**config.mk**
```make
export PLATFORM = sky130hd
export DESIGN_NAME = operand_stack_unit
export DESIGN_NICKNAME = d
export VERILOG_FILES = /design/src/rtl/operand_stack_unit.sv
export SDC_FILE = /design/constraint.sdc
export NUM_CORES = 1
export LEC_CHECK = 0
export CAP_MARGIN = 20
export CORE_MARGIN = 1
export CORE_UTILIZATION = 40
export DETAILED_ROUTE_END_ITERATION = 6
export PLACE_DENSITY = 0.55
export SLEW_MARGIN = 10
export SYNTH_ARGS = -nofsm -noshare
export SYNTH_HDL_FRONTEND = slang
export SYNTH_SLANG_ARGS = --single-unit
```
**constraint.sdc**
```tcl
create_clock -name clk -period 8.8 [get_ports clk]
set_input_delay 2.64 -clock clk [delete_from_list [all_inputs] [get_ports clk]]
set_output_delay 2.64 -clock clk [all_outputs]
set_load 0.03 [all_outputs]
```
**src/rtl/operand_stack_unit.sv**
```systemverilog
// Operand stack for the stack processor.
// Feeds TOS/NOS to the ALU and takes ALU results back.
module operand_stack_unit #(
    parameter int DATA_WIDTH   = 8,
    parameter int DEPTH_LOG2   = 4,
    parameter int ADDR_WIDTH   = 12,
    parameter int RESULT_WIDTH = 24
) (
    input  logic                    clk,
    input  logic                    rst_n,
    input  logic [2:0]              CMD,
    input  logic                    CMD_VALID,
    output logic                    CMD_READY,
    input  logic [DATA_WIDTH-1:0]   PUSH_DATA,
    input  logic [RESULT_WIDTH-1:0] RESULT_IN,
    input  logic                    CLR_ERR,
    output logic [DATA_WIDTH-1:0]   TOP_DATA,
    output logic [DATA_WIDTH-1:0]   NEXT_DATA,
    output logic [ADDR_WIDTH-1:0]   TOS_PTR,
    output logic                    EMPTY,
    output logic                    FULL,
    output logic                    ERR_OVERFLOW,
    output logic                    ERR_UNDERFLOW
);
    localparam int AW    = DEPTH_LOG2;
    localparam int CW    = DEPTH_LOG2 + 1;
    localparam int DEPTH = 2 ** DEPTH_LOG2;
    localparam logic [CW-1:0] DEPTH_C = CW'(DEPTH);

    localparam logic [2:0] C_PUSH     = 3'b001;
    localparam logic [2:0] C_POP      = 3'b010;
    localparam logic [2:0] C_DUP      = 3'b011;
    localparam logic [2:0] C_SWAP     = 3'b100;
    localparam logic [2:0] C_BINOP    = 3'b101;
    localparam logic [2:0] C_PUSH_ALU = 3'b110;

    typedef enum logic {IDLE, BUSY} state_t;

    state_t                state_q, state_d;
    logic                  rdy_q;
    logic                  swap_q, swap_d;
    logic [CW-1:0]         cnt_q, cnt_d;
    logic [DATA_WIDTH-1:0] top_q, top_d;
    logic [DATA_WIDTH-1:0] next_q, next_d;
    logic                  ovf_q, unf_q;
    logic                  ovf_set, unf_set;

    logic [DATA_WIDTH-1:0] mem [DEPTH];
    logic                  we_a, we_b;
    logic [AW-1:0]         wa_a, wa_b;
    logic [DATA_WIDTH-1:0] wd_a, wd_b;

    logic                  accept;
    logic                  is_full, is_empty, lt2;
    logic [CW-1:0]         n_m1, n_m2, n_m3;
    logic [DATA_WIDTH-1:0] third;
    logic [DATA_WIDTH-1:0] res_lo, push_val;
    logic                  unused_res;

    assign unused_res = ^RESULT_IN[RESULT_WIDTH-1:DATA_WIDTH];
    assign res_lo     = RESULT_IN[DATA_WIDTH-1:0];

    assign CMD_READY = rdy_q & (state_q == IDLE);
    assign accept    = CMD_VALID & CMD_READY;
    assign is_full   = (cnt_q == DEPTH_C);
    assign is_empty  = (cnt_q == '0);
    assign lt2       = (cnt_q < CW'(2));
    assign n_m1      = cnt_q - CW'(1);
    assign n_m2      = cnt_q - CW'(2);
    assign n_m3      = cnt_q - CW'(3);
    // Entry that becomes NOS after the stack shrinks by one.
    assign third     = (cnt_q >= CW'(3)) ? mem[n_m3[AW-1:0]] : '0;
    assign push_val  = (CMD == C_PUSH) ? PUSH_DATA : res_lo;

    assign TOP_DATA      = top_q;
    assign NEXT_DATA     = next_q;
    assign TOS_PTR       = {{(ADDR_WIDTH-CW){1'b0}}, cnt_q};
    assign EMPTY         = is_empty;
    assign FULL          = is_full;
    assign ERR_OVERFLOW  = ovf_q;
    assign ERR_UNDERFLOW = unf_q;

    // Next-state, stack update and memory write decode.
    always_comb begin
        state_d = state_q;
        swap_d  = swap_q;
        cnt_d   = cnt_q;
        top_d   = top_q;
        next_d  = next_q;
        we_a    = 1'b0;
        wa_a    = cnt_q[AW-1:0];
        wd_a    = top_q;
        we_b    = 1'b0;
        wa_b    = n_m2[AW-1:0];
        wd_b    = top_q;
        ovf_set = 1'b0;
        unf_set = 1'b0;
        if (state_q == BUSY) begin
            state_d = IDLE;
            if (swap_q) begin
                we_a   = 1'b1;
                wa_a   = n_m1[AW-1:0];
                wd_a   = next_q;
                we_b   = 1'b1;
                top_d  = next_q;
                next_d = top_q;
            end else begin
                we_a   = 1'b1;
                wa_a   = n_m2[AW-1:0];
                wd_a   = res_lo;
                top_d  = res_lo;
                next_d = third;
                cnt_d  = n_m1;
            end
        end else if (accept) begin
            case (CMD)
                C_PUSH, C_PUSH_ALU: begin
                    if (is_full) begin
                        ovf_set = 1'b1;
                    end else begin
                        we_a   = 1'b1;
                        wd_a   = push_val;
                        top_d  = push_val;
                        next_d = top_q;
                        cnt_d  = cnt_q + CW'(1);
                    end
                end
                C_POP: begin
                    if (is_empty) begin
                        unf_set = 1'b1;
                    end else begin
                        top_d  = next_q;
                        next_d = third;
                        cnt_d  = n_m1;
                    end
                end
                C_DUP: begin
                    if (is_full) begin
                        ovf_set = 1'b1;
                    end else if (is_empty) begin
                        unf_set = 1'b1;
                    end else begin
                        we_a   = 1'b1;
                        next_d = top_q;
                        cnt_d  = cnt_q + CW'(1);
                    end
                end
                C_SWAP, C_BINOP: begin
                    if (lt2) begin
                        unf_set = 1'b1;
                    end else begin
                        state_d = BUSY;
                        swap_d  = (CMD == C_SWAP);
                    end
                end
                default: ;
            endcase
        end
    end

    // Control state, cached top/next, count and sticky flags.
    always_ff @(posedge clk or negedge rst_n) begin
        if (!rst_n) begin
            state_q <= IDLE;
            rdy_q   <= 1'b0;
            swap_q  <= 1'b0;
            cnt_q   <= '0;
            top_q   <= '0;
            next_q  <= '0;
            ovf_q   <= 1'b0;
            unf_q   <= 1'b0;
        end else begin
            state_q <= state_d;
            rdy_q   <= 1'b1;
            swap_q  <= swap_d;
            cnt_q   <= cnt_d;
            top_q   <= top_d;
            next_q  <= next_d;
            ovf_q   <= ovf_set | (ovf_q & ~CLR_ERR);
            unf_q   <= unf_set | (unf_q & ~CLR_ERR);
        end
    end

    // Stack storage; contents are don't-care after reset.
    always_ff @(posedge clk) begin
        if (we_a) mem[wa_a] <= wd_a;
        if (we_b) mem[wa_b] <= wd_b;
    end
endmodule
```
==> flow_summary.toml <==
[run_status]
status = "complete, no violations"

[clocking]
cts_tree = "built"
root_buffer = "clkbuf_16"
cts_hold_buf = 0
clk_pin_slew_ns = 0.07
clock_latency_ns = 0.43
htreeDepth = 4
numCtsBuffers = 17
cts_sinks = 154
cts_buffer_depth = 2
cts-resized-gates = 0
post_cts_buffers = 0

[placement]
place_ws_ns = 3.04
port_buffers = 48
dp_hpwl_mm = 19.4
dpl_cell_area_sq_um = 10000
gp_congestion = 0.913

[logic_synthesis]
muxShareOfSynthArea_pct = 9.89
ys.flop_type = "edfxtp_1"
ys_ff_latch = 154
syn_inst = 949
synth.avg_cell_area_sq_um = 9.84
synth.area.top_cells = "edfxtp_1, nand2_1, mux4_2"
synth_fa_ha_area_share_pct = 1.21
synth-edff-count = 128
synth_top_family_by_area = "simple AND/OR/NAND/NOR gates"
async_flop_share_pct = 16.9
synth_top_area_cell = "edfxtp_1"
yosys_warnings = 0
synth_compound_area_share_pct = 14.0
yosysUniqueCellTypes = 65
synth_top_area_share_pct = 41.2
yosysMostFrequentCell = "nand2_1"
ys_seq_area_share_pct = 48.2
synth_xor_area_share_pct = 0.845
netlist_top_cells_count = "nand2_1, nand3_1, edfxtp_1"
synth-simple-area-share_pct = 19.6
synth_area_sq_um = 9330

[die]
die_h_um = 155
rows = 55
ioPinCount = 72
dieWidth_um = 155
initial_core_util_pct = 41.0
die-area_sq_um = 23900
core_area_sq_um = 22800

[pwr]
p_int_mw = 2.00
p_per_area_nw_per_um2 = 336
power_frac_clock_pct = 21.9
power_switching_mw = 1.57
p_seq_share_pct = 32.0
irDropWorstVdd_mv = 0.245
combPwrFrac_pct = 46.1
swShare_pct = 43.9
leakage_nw = 4.28

[sta]
rsz0062_at_grt = "false"
setup-tns-final_ns = 0
setup-violations-final = 0
worstMarginPinSlew_ns = 1.06
clock_skew_ns = 0.00860
finalCritPeriodShare_pct = 65.1
relSlewSlack_pct = 29.0
max_freq_mhz = 175
fin_ws_ns = 3.08
min_period_ns = 5.72
drv_slew = 0
hold_viol_final = 0

[drt]
avgViaCountPerCell = 5.84
wl_per_cell_um = 23.5
dr.pass1.iters = 6
finalWirelength_mm = 30.2
dr_total_vias = 7516
detail-route-antenna-nets = 0
drt_iter0_markers = 693
drt_drc_violations_left = 0

[setup_path]
end_kind = "output port"
cp.required_ns = 6.16
crit_type = "register to output port"
reg2reg_depth = 8
worstPathMaxFanout = 21
r2r-end = "NEXT_DATA[7]"
crit_arrival_ns = 3.08
cp-start-kind = "register"
reg2reg_slack_ns = 5.29
worstReg2RegStart = "cnt_q[0]"

[worst_hold_path]
worstHoldEndpoint = "ERR_OVERFLOW"
hold_depth = 2
min_path_type = "register to register"
hold_start = "ERR_OVERFLOW"

[final_layout]
syn_to_final_growth_pct = 14.0
nets = 1009
nFillCells = 2131
drive_gt1_share_pct = 12.8
diodes = 0
final_core_utilization_pct = 46.7
final_area_sq_um = 10600

[global_routing]
grt.overflow.total = 0
grt_first_pass_wirelength_mm = 45.3
grt_usage_pct = 26.2
grt_pass1_vias = 7289
grt_max_degree = 52
antenna_found_initial = 0

[flow_run]
cap_viol_max_count = 0
-- power by group through the flow --
| stage | Clock, mW | Combinational, mW | Sequential (mW) |
|---|---|---|---|
| floorplan | 0 | 1.08 | 1.10 |
| global placement | 0 | 1.61 | 1.15 |
| detailed placement | 0 | 1.63 | 1.15 |
| CTS | 0.787 | 1.63 | 1.14 |
| global route | 0.819 | 1.76 | 1.15 |
| finish | 0.782 | 1.64 | 1.14 |
-- worst max path at each step --
stage               startpoint          to  slack, ns  cells after the start
finish                cnt_q[1]       EMPTY       3.08                      6
global route          cnt_q[1]       EMPTY       2.99                      6
CTS                   cnt_q[1]       EMPTY       3.09                      6
detailed placement      CMD[0]   mem[9][7]       3.04                      7
global placement        CMD[0]  mem[13][7]       3.08                      7
floorplan               CMD[0]  mem[14][0]       3.95                      7
-- cell usage in the layout (no fill, tap or decap), types with 3 or more instances in the layout --
cell type	netlist	layout
nand3b_1	3	3
o211ai_2	7	7
a32o_1	3	3
edfxtp_1	128	128
and3b_1	4	4
o22ai_1	10	10
o211ai_1	3	3
o21ai_0	84	84
a22o_1	9	9
inv_6	0	5
a211oi_1	10	10
a21oi_1	25	25
ha_1	9	9
clkbuf_16	0	17
a31oi_1	3	3
clkdlybuf4s50_1	0	48
dfrtp_1	26	25
mux2_2	10	10
nor2_1	25	25
conb_1	2	8
bufinv_16	0	3
buf_4	13	30
nand2_1	204	204
inv_1	36	36
clkinvlp_4	0	3
and3_1	3	3
nor2b_1	3	3
xnor2_1	7	7
o21ai_1	4	4
mux2i_1	9	9
nand3_1	133	133
mux4_2	32	32
o31ai_1	7	7
o221ai_1	8	8
and2_1	7	7
a21boi_0	9	9
-- worst max-delay path, cell delays in order (launching register included) --
cell and delay, ns:
dfrtp_1 0.50, inv_1 0.25, ha_1 0.19, buf_4 0.35
or3b_1 0.47, nor2_1 0.19, clkdlybuf4s50_1 0.70
-- final cells by class --
cell class | count | area [sq um] | area share (%)
Clock inverter | 14 | 185 | 1.74
Sequential cell | 154 | 4500 | 42.3
Clock buffer | 17 | 425 | 4.00
Multi-Input combinational cell | 673 | 4290 | 40.4
Inverter | 37 | 139 | 1.31
Tap cell | 313 | 392 | 3.68
Timing Repair Buffer | 78 | 706 | 6.63
-- per-layer routing --
| metal | vias up | share of wire, % | global-route usage, % |
|---|---|---|---|
| met5 | - | 0 | 0 |
| met4 | 0 | 3.2 | 10.3 |
| met3 | 51 | 7.9 | 4.29 |
| met2 | 360 | 46 | 41.2 |
| met1 | 3639 | 43 | 36.4 |
| li1 | 3466 | - | - |
-- state kept, by name, indices dropped and copies added (netlist names) --
register       cells
cnt_q              5
NEXT_DATA          8
swap_q             1
ERR_UNDERFLOW      1
rdy_q              1
TOP_DATA           8
mem              128
state_q            1
ERR_OVERFLOW       1
-- per-stage QoR --
step / total power [mW] / hold WS (ns) / instances
2_1_floorplan: 2.18 / 0.665 / 955
3_3_place_gp: 2.76 / 0.531 / 1255
3_5_place_dp: 2.78 / 0.542 / 1255
4_1_cts: 3.55 / 0.555 / 1286
5_1_grt: 3.73 / 0.578 / 1286
6_report: 3.57 / 0.547 / 1286
-- logic make-up after synthesis --
family | count (synthesis)
adder cells (fa/ha/maj) | 9
AND/OR/NAND/NOR | 397
AO/OA/AOI/OAI | 199
XOR/XNOR | 9
multiplexers | 51
buffers and inverters | 128
flip-flops | 154
other | 2
(Power assumes the default switching activity.)
